<file path="src/rtl/score_conv_scheduler.sv">
// rtl/score_conv_scheduler.sv - two-team score keeper sharing one bin-to-decimal converter, with 4-digit display scan
// Optional LEADING_ZERO_BLANK_EN blanks a zero tens digit on the display.
module score_conv_scheduler #(
  parameter int MAX_SCORE = 99,
  parameter int CONV_LAT  = 1,
  parameter int SCAN_DIV  = 1000
) (
  input  logic       clk_i,
  input  logic       rst_ni,
  input  logic       home_inc_i,
  input  logic       home_dec_i,
  input  logic       guest_inc_i,
  input  logic       guest_dec_i,
  input  logic       clear_i,
  output logic [6:0] conv_bin_o,
  input  logic [3:0] conv_tens_i,
  input  logic [3:0] conv_ones_i,
  output logic       busy_o,
  output logic [3:0] digit_sel_o,
  output logic [3:0] bcd_o
);

  localparam int LW = (CONV_LAT > 1) ? $clog2(CONV_LAT) : 1;
  localparam int SW = (SCAN_DIV > 1) ? $clog2(SCAN_DIV) : 1;

  typedef enum logic [2:0] {IDLE, WAIT_H, CAP_H, WAIT_G, CAP_G} state_t;

  state_t        state_q, state_d;
  logic          pending_q, pending_d;
  logic [LW-1:0] lat_q, lat_d;
  logic [6:0]    conv_bin_q, conv_bin_d;
  logic [6:0]    home_q, home_d, guest_q, guest_d;
  logic [3:0]    home_tens_q, home_tens_d, home_ones_q, home_ones_d;
  logic [3:0]    guest_tens_q, guest_tens_d, guest_ones_q, guest_ones_d;
  logic [SW-1:0] scan_cnt_q;
  logic [3:0]    digit_sel_q, sel_next;
  logic [3:0]    bcd_q, bcd_next;
  logic          any_pulse;

  assign any_pulse = home_inc_i | home_dec_i | guest_inc_i | guest_dec_i | clear_i;

  always_comb begin
    home_d  = home_q;
    guest_d = guest_q;
    if (clear_i) begin
      home_d  = '0;
      guest_d = '0;
    end else begin
      if (home_inc_i && !home_dec_i && home_q < 7'(MAX_SCORE))
        home_d = home_q + 7'd1;
      else if (home_dec_i && !home_inc_i && home_q != 7'd0)
        home_d = home_q - 7'd1;
      if (guest_inc_i && !guest_dec_i && guest_q < 7'(MAX_SCORE))
        guest_d = guest_q + 7'd1;
      else if (guest_dec_i && !guest_inc_i && guest_q != 7'd0)
        guest_d = guest_q - 7'd1;
    end
  end

  always_comb begin
    state_d      = state_q;
    pending_d    = pending_q;
    lat_d        = lat_q;
    conv_bin_d   = conv_bin_q;
    home_tens_d  = home_tens_q;
    home_ones_d  = home_ones_q;
    guest_tens_d = guest_tens_q;
    guest_ones_d = guest_ones_q;
    case (state_q)
      IDLE: begin
        if (pending_q) begin
          pending_d  = 1'b0;
          conv_bin_d = home_q;
          lat_d      = '0;
          state_d    = WAIT_H;
        end
      end
      WAIT_H: begin
        if (lat_q == LW'(CONV_LAT - 1)) state_d = CAP_H;
        else                            lat_d   = lat_q + 1'b1;
      end
      CAP_H: begin
        home_tens_d = conv_tens_i;
        home_ones_d = conv_ones_i;
        conv_bin_d  = guest_q;
        lat_d       = '0;
        state_d     = WAIT_G;
      end
      WAIT_G: begin
        if (lat_q == LW'(CONV_LAT - 1)) state_d = CAP_G;
        else                            lat_d   = lat_q + 1'b1;
      end
      CAP_G: begin
        guest_tens_d = conv_tens_i;
        guest_ones_d = conv_ones_i;
        state_d      = IDLE;
      end
      default: state_d = IDLE;
    endcase
    // A pulse arriving while IDLE consumes pending must still request another pass.
    if (any_pulse) pending_d = 1'b1;
  end

  always_ff @(posedge clk_i or negedge rst_ni) begin
    if (!rst_ni) begin
      state_q      <= IDLE;
      pending_q    <= 1'b0;
      lat_q        <= '0;
      conv_bin_q   <= '0;
      home_q       <= '0;
      guest_q      <= '0;
      home_tens_q  <= '0;
      home_ones_q  <= '0;
      guest_tens_q <= '0;
      guest_ones_q <= '0;
    end else begin
      state_q      <= state_d;
      pending_q    <= pending_d;
      lat_q        <= lat_d;
      conv_bin_q   <= conv_bin_d;
      home_q       <= home_d;
      guest_q      <= guest_d;
      home_tens_q  <= home_tens_d;
      home_ones_q  <= home_ones_d;
      guest_tens_q <= guest_tens_d;
      guest_ones_q <= guest_ones_d;
    end
  end

  assign sel_next = {digit_sel_q[0], digit_sel_q[3:1]};

  always_comb begin
    bcd_next = 4'd0;
    case (sel_next)
      4'b1000: bcd_next = home_tens_q;
      4'b0100: bcd_next = home_ones_q;
      4'b0010: bcd_next = guest_tens_q;
      4'b0001: bcd_next = guest_ones_q;
      default: bcd_next = 4'd0;
    endcase
`ifdef LEADING_ZERO_BLANK_EN
    if ((sel_next[3] && home_tens_q == 4'd0) || (sel_next[1] && guest_tens_q == 4'd0))
      bcd_next = 4'hF;
`endif
  end

  // Digits are sampled at selection time, so a latch update shows on the next visit.
  always_ff @(posedge clk_i or negedge rst_ni) begin
    if (!rst_ni) begin
      scan_cnt_q  <= '0;
      digit_sel_q <= 4'b1000;
      bcd_q       <= 4'd0;
    end else if (scan_cnt_q == SW'(SCAN_DIV - 1)) begin
      scan_cnt_q  <= '0;
      digit_sel_q <= sel_next;
      bcd_q       <= bcd_next;
    end else begin
      scan_cnt_q  <= scan_cnt_q + 1'b1;
    end
  end

  assign conv_bin_o  = conv_bin_q;
  assign busy_o      = (state_q != IDLE) | pending_q;
  assign digit_sel_o = digit_sel_q;
  assign bcd_o       = bcd_q;

endmodule
</file>
<file path="config.mk">
export PLATFORM = sky130hd
export DESIGN_NAME = score_conv_scheduler
export DESIGN_NICKNAME = d
export VERILOG_FILES = /design/src/rtl/score_conv_scheduler.sv
export SDC_FILE = /design/constraint.sdc
export NUM_CORES = 1
export LEC_CHECK = 0
export ABC_AREA = 0
export CORE_MARGIN = 1.5
export CORE_UTILIZATION = 55
export DETAILED_ROUTE_END_ITERATION = 8
export GPL_TIMING_DRIVEN = 0
export HOLD_SLACK_MARGIN = 0.08
export PLACE_DENSITY = 0.86
export SKIP_CTS_REPAIR_TIMING = 1
export SYNTH_ARGS = -nofsm -noshare
export SYNTH_HDL_FRONTEND = slang
export SYNTH_SLANG_ARGS = --single-unit
</file>
<file path="constraint.sdc">
create_clock -name clk_i -period 3.6 [get_ports clk_i]
set_input_delay 0.72 -clock clk_i [delete_from_list [all_inputs] [get_ports clk_i]]
set_output_delay 0.72 -clock clk_i [all_outputs]
set_load 0.05 [all_outputs]
</file>
# [Word-level counts from Yosys, hierarchy flattened]
# Index checks and enable logic that the tools add are counted.
[word_totals] regBits=60 input_bits=15 out_inout_bits=16 elab_cells=82
[classes] n_addsub=6 order_cmp=2 n_eq_ne=12 mux=19 bitwise=5 reduce_logical=25
[op_table] op="$mux 7" n=7
[op_table] op="$pmux 4 s4" n=1
[op_table] op="$add 7x1->7 const B" n=2
[op_table] op="$lt 7x7->1 const B" n=2
[op_table] op="$pmux 7 s2" n=1
[op_table] op="$reduce_bool 7->1" n=2
[op_table] op="$sub 7x1->7 const B" n=2
[op_table] op="$pmux 3 s4" n=1
[op_table] op="$reduce_bool 3->1" n=4
[op_table] op="$add 10x1->10 const B" n=1
[op_table] op="$eq 10x10->1 const B" n=1
[op_table] op="$mux 10" n=1
[op_table] op="$mux 3" n=3
[op_table] op="$logic_and 1x1->1" n=8
[op_table] op="$eq 3x2->1 const B" n=2
[op_table] op="$ne 2x2->1 const B" n=3
[op_table] op="$or 1x1->1" n=5
[op_table] op="$eq 4x1->1 const B" n=1
[op_table] op="$eq 4x2->1 const B" n=1
[op_table] op="$eq 4x3->1 const B" n=1
[op_table] op="$eq 4x4->1 const B" n=1
[op_table] op="$logic_not 1->1" n=4
[op_table] op="$mux 1" n=4
[op_table] op="$reduce_and 2->1" n=2
[op_table] op="8 further kinds" n=9

# [Depth between registers and ports, before layout]
# Gate-level depths: netlist of the first run.
[logic_depth] ltp_word=6 mapped_depth=9 mapped_depth_nobuf=9

# [Worst setup path before layout of the first run]
# Ideal clock, no wire load.
[synth_timing] kind="input-to-reg" from="in guest_dec_i" to="reg guest_q[6]" setup_time_ns=0.094 arrival_ns=2.523 required_time_ns=3.506 slack_ns=0.983 path_stages=7 path_buffers=0 path_cell_list="nand4b_1 -> ha_1 -> nor2b_1 -> o31ai_1 -> a211oi_1 -> a31o_2 -> a211oi_1"
[synth_between] elab_chain_len=5 elab_cells_between_ends=8 classes_between="2 x mux; 6 x reduce/logical"
[synth_rtl] element="start: declaration" line_no="13" source="input logic guest_dec_i,"
[synth_rtl] element="$logic_not 1->1" line_no="53" source="if (guest_inc_i && !guest_dec_i && guest_q < 7'(MAX_SCORE))"
[synth_rtl] element="$logic_and 1x1->1 (2 in a row)" line_no="53"
[synth_rtl] element="$mux 7" line_no="53"
[synth_rtl] element="$mux 7" line_no="45" source="if (clear_i) begin"
[synth_rtl] element="end signal: assignment" line_no="122" source="guest_q <= guest_d;"
[synth_rtl] element="end: declaration" line_no="32" source="logic [6:0] home_q, home_d, guest_q, guest_d;"
# Several ways; a longest one is shown, not always the timed one.
# A chain may end at the register's enable or synchronous reset.

# [Final worst setup path of the first run]
# Same ends and word-level chain as after synthesis.

==> impl_metrics.json, run 1 <==
{
  "gp_congestion": 0.8697,
  "detail_route.vias_per_cell": 5.853,
  "cts_buffer_depth": 2,
  "vias": 2505,
  "placed_cells": 412,
  "track_usage_pct": 23.79,
  "period_needed_ns": 3.101,
  "cp_top_family": "compound AO/OA/AOI/OAI gates",
  "r2r_end": "home_q[6]$_DFFE_PN0P_",
  "netlist_area_sq_mm": 0.003216,
  "dieArea_sq_mm": 0.006314,
  "drc": 0,
  "clk_pin_slew_ns": 0.06,
  "design_area_sq_mm": 0.003810,
  "hpwlAfterDp_microns": 4780,
  "p_leak_nw": 1.654,
  "async_flop_share_pct": 100.0,
  "syn_avg_cell_area_sq_um": 10.41,
  "insertion_delay_ns": 0.34,
  "htreeDepth": 3,
  "ys_seq_area_share_pct": 45.95,
  "rows": 27,
  "period_share_pct": 86.13,
  "arrival_ns": 3.35,
  "place_area_sq_mm": 0.003621,
  "cts_buffers": 9,
  "report.final.slew_viol_count": 0,
  "area_growth_pct": 18.48,
  "io_buffers": 30,
  "slowest_delay_ns": 0.50,
  "ys_seq_elements": 59,
  "cpMostUsedCell": "a211oi_1",
  "antenna_found_initial": 0,
  "diodes": 0,
  "syn-num-nets": 339,
  "r2r_slack_ns": 0.64,
  "worstMarginPinSlew_ns": 0.6345,
  "worst-endpoint-required_ns": 3.85,
  "drt_pass1_iterations": 4,
  "drt_iter0_drc": 94,
  "setup_viol": 0,
  "hold_viol": 0,
  "yosysWarnings": 0,
  "status": "complete, no violations",
  "synthFlopType": "dfrtp_1",
  "rsz0062_at_grt": "false",
  "avgRoutedWirePerCell_microns": 15.47,
  "max_freq_mhz": 322.5,
  "path_max_fanout": 9,
  "crit_type": "input port to flop",
  "fin_worst_skew_ns": 0.006206,
  "yosysUniqueCellTypes": 57,
  "io_pins": 31,
  "die-width_microns": 79.46,
  "overflow": 0,
  "tns_ns": 0,
  "start_util_pct": 57.69,
  "root_buffer": "clkbuf_8",
  "worst-path-buf-inv": 1,
  "die_height_microns": 79.46,
  "utilization_pct": 68.35,
  "drv_cap": 0,
  "numClockSinks": 59,
  "synth-edff-count": 0,
  "grt_first_pass_wirelength_microns": 11350,
  "peakVddDrop_uv": 547.7,
  "drt_wl_total_microns": 6622,
  "cp-start-kind": "input port",
  "endpoint_kind": "flop",
  "synth_cells": 309,
  "powerDensity_mw_per_mm2": 661.1,
  "nets": 381,
  "cts_tree": "yes",
  "crit_chain": "clkdlybuf4s50_1, nand4b_1, ha_1, nor2b_1, o31ai_1, a211oi_1, a31o_2, a211oi_1",
  "coreArea_sq_mm": 0.005574,
  "grt_max_degree": 41,
  "final_cell_count_no_fill": 428,
  "r2r_cells": 8,
  "min_path_type": "input port to async pin",
  "max_slew_margin_pct": 57.52,
  "drive_gt1_share_pct": 14.04,
  "ant_nets": 0,
  "grt_pass1_vias": 2446,
  "critical_path.slowest_cell": "nand4b_1",
  "r2r_start": "home_q[4]$_DFFE_PN0P_"
}
[layout by cell type, fill, tap and decap left out, types with 3 or more instances in the layout]
| master | count |
|---|---|
| o32a_1 | 4 |
| clkbuf_1 | 6 |
| nor2b_1 | 10 |
| nand2_1 | 33 |
| o31ai_1 | 4 |
| a22oi_1 | 8 |
| xor2_1 | 4 |
| nor2_1 | 24 |
| inv_1 | 13 |
| mux2_4 | 5 |
| dfrtp_1 | 58 |
| or3_1 | 4 |
| nor3_1 | 7 |
| nand3_1 | 9 |
| clkdlybuf4s50_1 | 29 |
| o22ai_1 | 7 |
| mux2i_1 | 4 |
| buf_1 | 3 |
| ha_1 | 13 |
| a21oi_1 | 6 |
| clkbuf_8 | 10 |
| a211oi_1 | 4 |
| buf_2 | 3 |
| o21ai_0 | 17 |
| mux2_2 | 18 |
| xnor2_1 | 5 |
[area by class of cell]
cell class | count | area, sq um
plain buffers | 9 | 41.29
multi-input cells | 228 | 1648
fillers | 431 | 1764
clock inverters | 3 | 40.04
clock buffers | 13 | 148.9
repair buffers | 31 | 315.3
well taps | 72 | 90.09
inverters | 13 | 48.80
flip-flops and latches | 59 | 1478
[worst max path at each step]
stage,endpoint,depth (start not counted),from
2_1_floorplan,guest_q[6]$_DFFE_PN0P_,7,guest_dec_i
3_3_place_gp,guest_q[2]$_DFFE_PN0P_,1,rst_ni
3_5_place_dp,guest_q[6]$_DFFE_PN0P_,8,guest_dec_i
4_1_cts,guest_q[6]$_DFFE_PN0P_,8,guest_dec_i
5_1_grt,guest_q[6]$_DFFE_PN0P_,8,guest_dec_i
6_report,guest_q[6]$_DFFE_PN0P_,8,guest_dec_i
[registers in the layout (all words and copies together), names as in the netlist, 4 cells and up]
register and count:
bcd_o 4, guest_ones_q 4, scan_cnt_q 10, home_q 7, guest_q 7, digit_sel_o 4
home_tens_q 4, conv_bin_o 7, guest_tens_q 4, home_ones_q 4
[power breakdown]
group,total (mW),internal [mW],switching [mW]
Sequential,1.00,0.828,0.176
Combinational,0.936,0.436,0.500
Clock,0.580,0.337,0.243
Total,2.52,1.60,0.918
[cell usage after synthesis, drive strengths merged (4+ instances only)]
cell	instances	area, sq um
buf	5	21.27
xnor2	5	43.79
o21ai	19	95.09
a22oi	9	81.33
dfrtp	58	1451
xor2	4	35.03
ha	13	162.7
inv	13	48.80
nand3	9	45.04
o31ai	4	30.03
nor2	24	90.09
a21oi	7	46.30
mux2i	4	40.04
o32a	4	40.04
mux2	23	277.8
nor2b	10	62.56
nor3	9	55.05
nand2	33	123.9
a211oi	4	30.03
or3	4	25.02
o22ai	7	43.79
[through the flow]
step	hold slack [ns]	setup WS (ns)	total power, mW
after floorplan	0.4244	0.9831	1.672
final	0.3224	0.4994	2.519
after detailed placement	0.4696	0.1576	1.943
after global routing	0.3505	0.3508	2.688
after CTS	0.3260	0.5210	2.539
after global placement	0.4625	0.05839	1.889
[routing by layer]
layer	global-route usage (%)	vias up	part of all wire [%]	wire, microns
met5	0	-	0	0
met4	9.474	0	2.4	158
met3	7.429	17	4.9	326
met1	28.28	1204	41	2711
met2	39.92	76	52	3426
li1	-	1208	-	-
[cell families (layout without fill, tap and decap cells)]
kind of cell / Yosys count / count (layout) / share of synthesized area (%)
buf+inv: 22 / 69 / 2.802
compound gates: 69 / 69 / 15.57
xor+xnor: 9 / 9 / 2.451
mux: 27 / 27 / 9.883
fa+ha+maj: 15 / 15 / 6.304
simple gates: 108 / 108 / 17.04
flops: 59 / 59 / 45.95
Note: power is estimated with default switching activity, not from simulation.
==> inputs of run 2 (changes only) <==
- CORE_UTILIZATION: 55 -> 30
- PLACE_DENSITY: 0.86 -> 0.56
==> impl_metrics.json, run 2 (same netlist as run 1, synthesis figures left out) <==
{
  "gp_congestion": 0.7894,
  "grt_max_degree": 34,
  "placed_cells": 476,
  "cp-start-kind": "input port",
  "dieArea_sq_mm": 0.01135,
  "drt_wl_total_microns": 6861,
  "max_slew_margin_pct": 49.12,
  "power.total_mw": 2.458,
  "drv_cap": 0,
  "hpwlAfterDp_microns": 5031,
  "report.final.slew_viol_count": 0,
  "fin_worst_skew_ns": 0.01268,
  "pre_cts_ws_ns": 0.1450,
  "nets": 381,
  "grt_first_pass_wirelength_microns": 11670,
  "cts_tree": "yes",
  "final_cell_mix": "dfrtp_1 (58), nand2_1 (33), clkdlybuf4s50_1 (29), nor2_1 (24), mux2_2 (18)",
  "crit_chain": "clkdlybuf4s50_1, nand4b_1, ha_1, nor2b_1, o31ai_1, a211oi_1, a31o_2, a211oi_1",
  "cts_buffers": 9,
  "antenna_found_initial": 0,
  "coreArea_sq_mm": 0.01037,
  "drive_gt1_share_pct": 14.61,
  "worst-endpoint-required_ns": 3.84,
  "drt_iter0_drc": 87,
  "largest_reg_flops": 10,
  "arrival_ns": 3.34,
  "overflow": 0,
  "setup_viol": 0,
  "endpoint_kind": "flop",
  "whs_ns": 0.4437,
  "cpMostUsedCell": "a211oi_1",
  "top_layer_used": "met4",
  "fin_ws_ns": 0.4946,
  "critical_path.slowest_cell": "nand4b_1",
  "io_buffers": 30,
  "die_height_microns": 106.5,
  "min_path_type": "input port to async pin",
  "rsz0062_at_grt": "false",
  "detail_route.vias_per_cell": 4.907,
  "start_util_pct": 31.01,
  "rows": 37,
  "diodes": 0,
  "final_cell_count_no_fill": 492,
  "p_leak_nw": 1.642,
  "final_common_cell": "dfrtp_1",
  "hold_viol": 0,
  "fill_cells": 1055,
  "multiInputGateArea_sq_mm": 0.001648,
  "worstMarginPinSlew_ns": 0.7632,
  "die-width_microns": 106.5,
  "io_pins": 31,
  "track_usage_pct": 13.12,
  "period_share_pct": 86.26,
  "max_freq_mhz": 322.0,
  "slowest_delay_ns": 0.51,
  "r2r_cells": 8,
  "top_register": "scan_cnt_q",
  "insertion_delay_ns": 0.34,
  "cts_buffer_depth": 2,
  "wl_met2_microns": 3189,
  "r2r_start": "guest_q[4]$_DFFE_PN0P_",
  "drt_pass1_iterations": 4,
  "vias": 2414,
  "worst-path-buf-inv": 1,
  "period_needed_ns": 3.105,
  "numClockSinks": 59,
  "peakVddDrop_uv": 348.4,
  "cp_top_family": "compound AO/OA/AOI/OAI gates",
  "area_growth_pct": 20.43,
  "root_buffer": "clkbuf_8",
  "wl_met3_microns": 326,
  "crit_type": "input port to flop",
  "utilization_pct": 37.34,
  "crit_start": "guest_dec_i",
  "powerDensity_mw_per_mm2": 634.6,
  "ant_nets": 0,
  "status": "complete, no violations",
  "drc": 0,
  "htreeDepth": 3,
  "path_depth": 8,
  "register_area_sq_mm": 0.001478,
  "avgRoutedWirePerCell_microns": 13.95,
  "drt-met1-wl_microns": 3283,
  "clk_pin_slew_ns": 0.07,
  "grt_pass1_vias": 2372,
  "path_max_fanout": 9
}
==> run 2: worst register-to-register path: cells and delay by family (launching register included) <==
family | cells | cell delay, ns
AOI/OAI and AO/OA | 5 | 1.27
and+or+nand+nor | 2 | 0.61
DFF | 1 | 0.44
adders and majority gates | 1 | 0.50
==> run 2: metal layers <==
layer,track usage (%),up-vias
met5,0,-
met1,17.10,1159
met3,4.047,6
li1,-,1197
met4,3.714,0
met2,21.01,52
==> run 2: final timing paths <==
check	end	slack, ns
worst min-delay path	home_ones_q[1]$_DFFE_PN0P_	0.44
worst max-delay path	guest_q[6]$_DFFE_PN0P_	0.49
min in group clk_i	scan_cnt_q[9]$_DFF_PN0_	0.48
worst max register to register	guest_q[6]$_DFFE_PN0P_	0.69
worst min register to register	scan_cnt_q[9]$_DFF_PN0_	0.48
max in group asynchronous	scan_cnt_q[4]$_DFF_PN0_	2.53
==> run 2: power breakdown <==
group	switching, mW	internal, mW	total [mW]
sequential	0.173	0.827	1.00
clock	0.261	0.264	0.526
combinational	0.497	0.435	0.932
total	0.931	1.53	2.46
==> run 2: final cells by class <==
class,count,share of cell area [%]
Clock inverter,5,0.7754
Multi-Input combinational cell,228,42.55
Sequential cell,59,38.16
Inverter,13,1.260
Tap cell,136,4.394
Clock buffer,11,3.651
Buffer,9,1.066
Timing Repair Buffer,31,8.142
==> run 2: through the flow <==
step | TNS [ns] | area [sq um]
after floorplan | 0 | 3216
after global placement | -7.566 | 3686
after detailed placement | 0 | 3701
after CTS | 0 | 3872
after global routing | 0 | 3872
final | 0 | 3872
==> inputs of run 3 (changes only) <==
- SETUP_SLACK_MARGIN: not set -> 0.2
==> impl_metrics.json, run 3 (same netlist as run 1, synthesis figures left out) <==
{
  "endpoint_kind": "flop",
  "utilization_pct": 37.49,
  "die-width_microns": 106.5,
  "drc": 0,
  "p_leak_nw": 1.651,
  "min_path_type": "input port to async pin",
  "final_common_cell": "dfrtp_1",
  "status": "complete, no violations",
  "drv_cap": 0,
  "coreArea_sq_mm": 0.01037,
  "ant_nets": 0,
  "vias": 2415,
  "cts_buffer_depth": 2,
  "avgRoutedWirePerCell_microns": 13.91,
  "fin_worst_skew_ns": 0.01270,
  "arrival_ns": 3.17,
  "area_growth_pct": 20.89,
  "detail_route.vias_per_cell": 4.889,
  "max_slew_margin_pct": 49.01,
  "final_cell_mix": "dfrtp_1 (58), nand2_1 (33), clkdlybuf4s50_1 (29), nor2_1 (24), mux2_2 (18)",
  "io_pins": 31,
  "antenna_found_initial": 0,
  "largest_reg_flops": 10,
  "peakVddDrop_uv": 376.3,
  "hold_viol": 0,
  "diodes": 0,
  "start_util_pct": 31.01,
  "cts_tree": "yes",
  "numClockSinks": 59,
  "period_needed_ns": 2.954,
  "nets": 383,
  "drt_wl_total_microns": 6872,
  "crit_type": "input port to flop",
  "rows": 37,
  "overflow": 0,
  "track_usage_pct": 13.12,
  "grt_pass1_vias": 2372,
  "cp-start-kind": "input port",
  "drt_pass1_iterations": 4,
  "grt_max_degree": 34,
  "dieArea_sq_mm": 0.01135,
  "insertion_delay_ns": 0.34,
  "worst-endpoint-required_ns": 3.82,
  "die_height_microns": 106.5,
  "setup_viol": 0,
  "io_buffers": 30,
  "gp_congestion": 0.7894,
  "worstMarginPinSlew_ns": 0.7649,
  "root_buffer": "clkbuf_8",
  "power.total_mw": 2.462,
  "report.final.slew_viol_count": 0,
  "clk_pin_slew_ns": 0.07,
  "drive_gt1_share_pct": 15.08,
  "path_max_fanout": 9,
  "drt_iter0_drc": 93,
  "cts_buffers": 9,
  "rsz0062_at_grt": "false",
  "grt_first_pass_wirelength_microns": 11670,
  "period_share_pct": 82.05,
  "powerDensity_mw_per_mm2": 633.2,
  "max_freq_mhz": 338.6,
  "hpwlAfterDp_microns": 5031,
  "htreeDepth": 3,
  "top_register": "scan_cnt_q"
}
==> run 3: changes by cell type in the layout (fill, tap and decap cells not counted), sizes merged <==
cell  before  now
buf        7    9
==> run 3: final timing paths <==
path | startpoint | to | slack [ns] | depth (start not counted)
min in group clk_i | scan_cnt_q[9]$_DFF_PN0_ | scan_cnt_q[9]$_DFF_PN0_ | 0.48 | 1
hold reg to reg | scan_cnt_q[9]$_DFF_PN0_ | scan_cnt_q[9]$_DFF_PN0_ | 0.48 | 1
setup reg to reg | home_q[3]$_DFFE_PN0P_ | home_q[6]$_DFFE_PN0P_ | 0.71 | 8
max in group asynchronous | rst_ni | scan_cnt_q[4]$_DFF_PN0_ | 2.53 | 2
setup / recovery | home_inc_i | home_q[6]$_DFFE_PN0P_ | 0.65 | 8
hold / removal | rst_ni | home_ones_q[1]$_DFFE_PN0P_ | 0.45 | 1
==> run 3: layer usage <==
metal / vias to the layer above / track usage (%) / share of wire, %
li1: 1202 / - / -
met4: 0 / 3.714 / 0.79
met3: 6 / 4.047 / 4.3
met5: - / 0 / 0
met1: 1164 / 17.10 / 49
met2: 43 / 21.01 / 46
==> run 3: worst max-delay path, stage by stage <==
cell and delay (ns):
clkdlybuf4s50_1 0.53, nand4b_1 0.38, ha_1 0.46, nor2b_1 0.18
o31ai_1 0.31, o2bb2ai_1 0.25, mux2i_1 0.13, a22o_1 0.22
==> run 3: area by class of cell <==
| type | instances | area (sq um) |
|---|---|---|
| fill | 1054 | 6482 |
| sequential | 59 | 1478 |
| clock inverter | 5 | 30.03 |
| clock buffer | 11 | 141.4 |
| inverter | 13 | 48.80 |
| tap | 136 | 170.2 |
| buffer | 9 | 41.29 |
| timing repair buffer | 33 | 330.3 |
| multi-input combinational | 228 | 1648 |
==> run 3: metrics by stage <==
step | TNS, ns | setup WS, ns | hold WS (ns) | instance area, sq um | cells
after floorplan | 0 | 0.9831 | 0.4244 | 3216 | 309
after global placement | -7.566 | -0.1347 | 0.4670 | 3686 | 475
after detailed placement | 0 | 0.1450 | 0.4714 | 3701 | 476
after CTS | 0 | 0.5101 | 0.4642 | 3872 | 492
after global routing | 0 | 0.4512 | 0.5084 | 3887 | 494
final | 0 | 0.6464 | 0.4463 | 3887 | 494
==> run 3: where the power goes <==
| group | leakage [nW] | total, mW | internal [mW] | switching [mW] |
|---|---|---|---|---|
| Sequential | 0.734 | 1.00 | 0.827 | 0.174 |
| Combinational | 0.832 | 0.935 | 0.438 | 0.498 |
| Clock | 0.0851 | 0.525 | 0.265 | 0.261 |
| Total | 1.65 | 2.46 | 1.53 | 0.932 |
